$ cat src/rtl/multi_rate_ticker.sv
// Bank of independent programmable prescaler channels sharing one clock.
// Define MULTI_RATE_TICKER_TOGGLE_EN to add the Tog square-wave outputs.
module multi_rate_ticker #(
    parameter int unsigned WIDTH          = 25,
    parameter int unsigned NUM_CH         = 4,
    parameter int unsigned CH_W           = 2,
    parameter int unsigned DEFAULT_PERIOD = 25000000
) (
    input  logic                    Clk,
    input  logic                    Reset,
    input  logic                    En,
    input  logic [NUM_CH-1:0]       Ch_en,
    input  logic                    Wr_en,
    input  logic [CH_W-1:0]         Wr_ch,
    input  logic [WIDTH-1:0]        Wr_period,
    output logic [NUM_CH-1:0]       Tick,
`ifdef MULTI_RATE_TICKER_TOGGLE_EN
    output logic [NUM_CH-1:0]       Tog,
`endif
    output logic [NUM_CH*WIDTH-1:0] Count
);

    localparam logic [WIDTH-1:0] DefPeriod = WIDTH'(DEFAULT_PERIOD);
    localparam logic [WIDTH-1:0] One       = WIDTH'(1);

    for (genvar i = 0; i < NUM_CH; i++) begin : g_ch
        logic [WIDTH-1:0] period_q;
        logic [WIDTH-1:0] count_q;
        logic             tick_q;
        logic [WIDTH-1:0] last;
        logic             wr_hit;
        logic             active;
        logic             wrap;

        // Writes with an out-of-range Wr_ch never match any channel index.
        assign wr_hit = Wr_en && (Wr_ch == CH_W'(i));
        assign active = En && Ch_en[i];
        // Period 0 behaves as period 1, so the last count is 0 either way.
        assign last   = (period_q == '0) ? '0 : period_q - One;
        // >= so that a lowered period wraps immediately instead of overflowing.
        assign wrap   = count_q >= last;

        always_ff @(posedge Clk) begin
            if (Reset) begin
                period_q <= DefPeriod;
                count_q  <= '0;
                tick_q   <= 1'b0;
            end else if (wr_hit) begin
                period_q <= Wr_period;
                count_q  <= '0;
                tick_q   <= 1'b0;
            end else if (active) begin
                if (wrap) begin
                    count_q <= '0;
                    tick_q  <= 1'b1;
                end else begin
                    count_q <= count_q + One;
                    tick_q  <= 1'b0;
                end
            end else begin
                tick_q <= 1'b0;
            end
        end

        assign Tick[i]                   = tick_q;
        assign Count[i*WIDTH +: WIDTH]   = count_q;

`ifdef MULTI_RATE_TICKER_TOGGLE_EN
        logic tog_q;

        always_ff @(posedge Clk) begin
            if (Reset || wr_hit) begin
                tog_q <= 1'b0;
            end else if (active && wrap) begin
                tog_q <= ~tog_q;
            end
        end

        assign Tog[i] = tog_q;
`endif
    end

endmodule

$ cat config.mk
export PLATFORM = sky130hd
export DESIGN_NAME = multi_rate_ticker
export DESIGN_NICKNAME = d
export VERILOG_FILES = /design/src/rtl/multi_rate_ticker.sv
export SDC_FILE = /design/constraint.sdc
export NUM_CORES = 1
export LEC_CHECK = 0
export BUFFER_PORTS_ARGS = -buffer_cell sky130_fd_sc_hd__buf_2
export CAP_MARGIN = 30
export CORE_MARGIN = 2
export CORE_UTILIZATION = 45
export DETAILED_ROUTE_END_ITERATION = 7
export PLACE_DENSITY = 0.73
export SYNTH_ARGS = -nofsm -noshare
export SYNTH_HDL_FRONTEND = slang
export SYNTH_SLANG_ARGS = --single-unit
$ cat constraint.sdc
create_clock -name Clk -period 10.79 [get_ports Clk]
set_input_delay 1.079 -clock Clk [delete_from_list [all_inputs] [get_ports Clk]]
set_output_delay 1.079 -clock Clk [all_outputs]
set_load 0.03 [all_outputs]
==> load_flow_metrics.sql <==
INSERT INTO impl_metrics (metric_group, metric, value, unit) VALUES
('synthesis', 'dominant_combinational_cell_family_by_area_after_synthesis', 'simple AND/OR/NAND/NOR gates', ''),
('cts', 'worstSkewPairLatency', '0.52', 'ns'),
('synthesis', 'mapped_cell_area', '12300', 'sq um'),
('synthesis', 'synthSimpleGateAreaFrac', '33.8', '%'),
('timing', 'slew_headroom', '38.6', '%'),
('place', 'port_buffers', '138', ''),
('route', 'drc_errors', '0', ''),
('run_status', 'outcome', 'finished clean', ''),
('worst_setup_path', 'rr_endpoint', 'g_ch[3].count_q[20]', ''),
('timing', 'max_slew.worst_pin.slew', '0.912', 'ns'),
('synthesis', 'synth-adder-area-share', '11.0', '%'),
('synthesis', 'sequential_area_share_after_synthesis', '33.2', '%'),
('min_path', 'min-delay-path-class', 'flip-flop to flip-flop', ''),
('route', 'route.final.wire_length', '32.3', 'mm'),
('timing', 'layout_setup_ws', '5.79', 'ns'),
('timing', 'timing.final.setup_violations', '0', ''),
('layout', 'n_fill_cell', '2586', ''),
('cts', 'cts_repair_resize_count', '0', ''),
('cts', 'ctsRootBufferMaster', 'sky130_fd_sc_hd__clkbuf_16', ''),
('worst_setup_path', 'crit-reg2reg-launch', 'g_ch[3].period_q[7]', ''),
('cts', 'cts.sinks', '204', ''),
('grt', 'grt_antenna_before_repair', '1', ''),
('layout', 'fin_nets', '1856', ''),
('layout', 'insertedDiodeCount', '0', ''),
('cts', 'post-cts-setup-buffers', '0', ''),
('worst_setup_path', 'cp_data_arrival_time', '5.45', 'ns'),
('floorplan', 'initial_utilization', '45.8', '%'),
('route', '1st_iter_drt_viols', '797', ''),
('timing', 'achievable-frequency', '200', 'MHz'),
('worst_setup_path', 'crit_path_max_fanout', '22', ''),
('synthesis', 'yosys_warnings', '0', ''),
('route', 'post_drt_via_cell_ratio', '5.51', ''),
('grt', 'track_usage', '22.0', '%'),
('timing', 'setup_total_negative_slack', '0', 'ns'),
('worst_setup_path', 'critical_path_buf_inv_count', '1', ''),
('cts', 'number_of_buffers_inserted_by_hold_repair_at_cts', '0', ''),
('job', 'max_cap_viols', '0', ''),
('synthesis', 'yosys-mux-area-fraction', '0', '%'),
('route', 'wire_per_inst', '15.6', 'um'),
('layout', 'multi_input_comb_area', '7880', 'sq um'),
('floorplan', 'die-width', '169', 'um'),
('min_path', 'instance_count_along_the_most_critical_hold_path', '2', ''),
('synthesis', 'post_synth_inst_count', '1604', ''),
('power_and_ir_drop', 'power_density', '125', 'nW/um^2'),
('layout', 'mostFrequentLayoutCells', '407 x sky130_fd_sc_hd__nand2_1, 204 x sky130_fd_sc_hd__dfxtp_1, 138 x sky130_fd_sc_hd__nor2_1, 138 x sky130_fd_sc_hd__buf_2, 108 x sky130_fd_sc_hd__ha_1', ''),
('synthesis', 'synth_xor_xnor_area_share', '11.2', '%'),
('timing', 'report.final.hold_viol_count', '0', ''),
('worst_setup_path', 'timing_worst_setup_path_type', 'flip-flop to flip-flop', ''),
('route', 'routed-via-count', '11400', ''),
('power_and_ir_drop', 'worst_ir_drop_vdd', '0.105', 'mV'),
('worst_setup_path', 'critPathTopFamily', 'simple AND/OR/NAND/NOR gates', ''),
('floorplan', 'std_cell_rows', '60', ''),
('worst_setup_path', 'crit_path_cell_trace', 'or4_1 > nor4_1 > nor4b_2 > nand3_1 > o21ai_0 > ha_1 > a21oi_1 > o21ai_0 > nor3_1 > a2111oi_0 > nor3_1 > o21bai_1 > buf_4 > nor2_1', ''),
('layout', 'most_frequent_standard_cell_in_the_layout_excluding_fill_and_tap_cells', 'sky130_fd_sc_hd__nand2_1', ''),
('place', 'globalplace.congestion', '0.874', ''),
('worst_setup_path', 'start_kind', 'flip-flop', ''),
('route', 'drt_first_pass_iters', '5', ''),
('synthesis', 'ys_dominant_reg_cell', 'sky130_fd_sc_hd__dfxtp_1', ''),
('worst_setup_path', 'critical-path-slowest-cell', 'sky130_fd_sc_hd__nor3_1', ''),
('floorplan', 'boundaryPins', '139', ''),
('grt', 'pin_count_of_the_biggest_net_entering_global_routing', '82', ''),
('synthesis', 'synth_enable_flop_cells', '0', ''),
('power_and_ir_drop', 'totalPowerFinal', '0.00174', 'W'),
('min_path', 'worst_hold_startpoint', 'g_ch[0].period_q[1]', ''),
('worst_setup_path', 'worstSetupEndpointType', 'flip-flop', ''),
('place', 'detailedPlace.worstSlack', '5.94', 'ns'),
('timing', 'min_period_over_period', '46.3', '%'),
('timing', 'clock-skew-final', '0.00865', 'ns'),
('timing', 'timing.final.max_slew_violations', '0', ''),
('layout', 'flow.area_growth_from_synthesis', '13.4', '%'),
('timing', 'period_minus_slack', '5.00', 'ns');
==> metal layers <==
layer	wire length (um)	up-vias	global-route usage, %
met5	11	-	0
met4	699	2	5.95
met3	1730	55	3.15
met2	15300	254	37.9
met1	14600	5372	28.7
li1	-	5701	-
==> where the power goes <==
group | internal [W] | switching [W]
clock network | 0.000469 | 0.000315
registers | 0.000771 | 0.0000224
logic | 0.0000634 | 0.000103
==> worst register-to-register path, stage by stage, from the launching register on <==
cell and delay [ns]:
sky130_fd_sc_hd__dfxtp_1 0.36, sky130_fd_sc_hd__or4_1 0.62, sky130_fd_sc_hd__nor4_1 0.35, sky130_fd_sc_hd__nor4b_2 0.63, sky130_fd_sc_hd__nand3_1 0.63, sky130_fd_sc_hd__o21ai_0 0.27, sky130_fd_sc_hd__ha_1 0.28, sky130_fd_sc_hd__a21oi_1 0.13
sky130_fd_sc_hd__o21ai_0 0.11, sky130_fd_sc_hd__nor3_1 0.18, sky130_fd_sc_hd__a2111oi_0 0.11, sky130_fd_sc_hd__nor3_1 0.74, sky130_fd_sc_hd__o21bai_1 0.13, sky130_fd_sc_hd__buf_4 0.24, sky130_fd_sc_hd__nor2_1 0.14
==> Yosys cell counts, types with 4 or more instances <==
cell	count	area [sq um]
sky130_fd_sc_hd__nand4_1	29	181
sky130_fd_sc_hd__xnor2_1	61	534
sky130_fd_sc_hd__a21oi_1	104	521
sky130_fd_sc_hd__clkbuf_1	57	214
sky130_fd_sc_hd__or4_1	10	75.1
sky130_fd_sc_hd__nand2_2	5	31.3
sky130_fd_sc_hd__nor2_1	138	518
sky130_fd_sc_hd__nor3b_1	6	45.0
sky130_fd_sc_hd__nand3b_1	57	428
sky130_fd_sc_hd__buf_4	4	30.0
sky130_fd_sc_hd__nor2b_1	8	50.1
sky130_fd_sc_hd__o31ai_1	6	45.0
sky130_fd_sc_hd__nand2b_1	21	131
sky130_fd_sc_hd__a21o_1	5	37.5
sky130_fd_sc_hd__nand2_1	407	1530
sky130_fd_sc_hd__xor2_1	96	841
sky130_fd_sc_hd__and3_1	23	144
sky130_fd_sc_hd__o21ai_0	29	145
sky130_fd_sc_hd__or3_1	7	43.8
sky130_fd_sc_hd__and2_1	10	62.6
sky130_fd_sc_hd__ha_1	108	1350
sky130_fd_sc_hd__and4_1	8	70.1
sky130_fd_sc_hd__dfxtp_1	204	4080
sky130_fd_sc_hd__a31oi_1	10	62.6
sky130_fd_sc_hd__nor4_1	26	163
sky130_fd_sc_hd__nor3_1	37	185
sky130_fd_sc_hd__nand3_1	64	320
sky130_fd_sc_hd__inv_1	21	78.8
==> registers in the layout, summed over array words and instances (netlist names) <==
signal	count
g_ch.tick_q	4
g_ch.period_q	100
g_ch.count_q	100
==> layout make-up <==
type | count | area share (%)
Multi-Input combinational cell | 1315 | 56.4
Sequential cell | 204 | 29.2
Timing Repair Buffer | 148 | 5.48
Clock buffer | 32 | 4.72
Tap cell | 341 | 3.06
Inverter | 21 | 0.564
Clock inverter | 4 | 0.529
==> metrics by stage <==
stage / hold WS, ns / instances / instance area, sq um
2_1_floorplan: 0.446 / 1604 / 12300
3_3_place_gp: 0.461 / 2029 / 13200
3_5_place_dp: 0.465 / 2029 / 13200
4_1_cts: 0.474 / 2065 / 14000
5_1_grt: 0.497 / 2065 / 14000
6_report: 0.473 / 2065 / 14000
==> logic make-up (layout without fill, tap and decap cells) <==
group | after synthesis | in the layout
and+or+nand+nor | 874 | 874
AOI/OAI and AO/OA | 176 | 176
xor gates and xnor gates | 157 | 157
buffers and inverters | 85 | 205
DFF | 204 | 204
adders and majority gates | 108 | 108
==> worst max-delay path by stage <==
stage                     endpoint                 from  slack (ns)  cells after the start
2_1_floorplan  g_ch[1].count_q[13]  g_ch[1].period_q[2]        6.62                     16
3_3_place_gp   g_ch[3].count_q[24]  g_ch[3].period_q[7]        6.10                     14
3_5_place_dp   g_ch[3].count_q[22]  g_ch[3].period_q[7]        5.94                     14
4_1_cts        g_ch[3].count_q[20]  g_ch[3].period_q[7]        5.90                     14
5_1_grt        g_ch[3].count_q[20]  g_ch[3].period_q[7]        5.18                     14
6_report       g_ch[3].count_q[20]  g_ch[3].period_q[7]        5.79                     14
No activity file was read; power rests on OpenSTA's default activity.
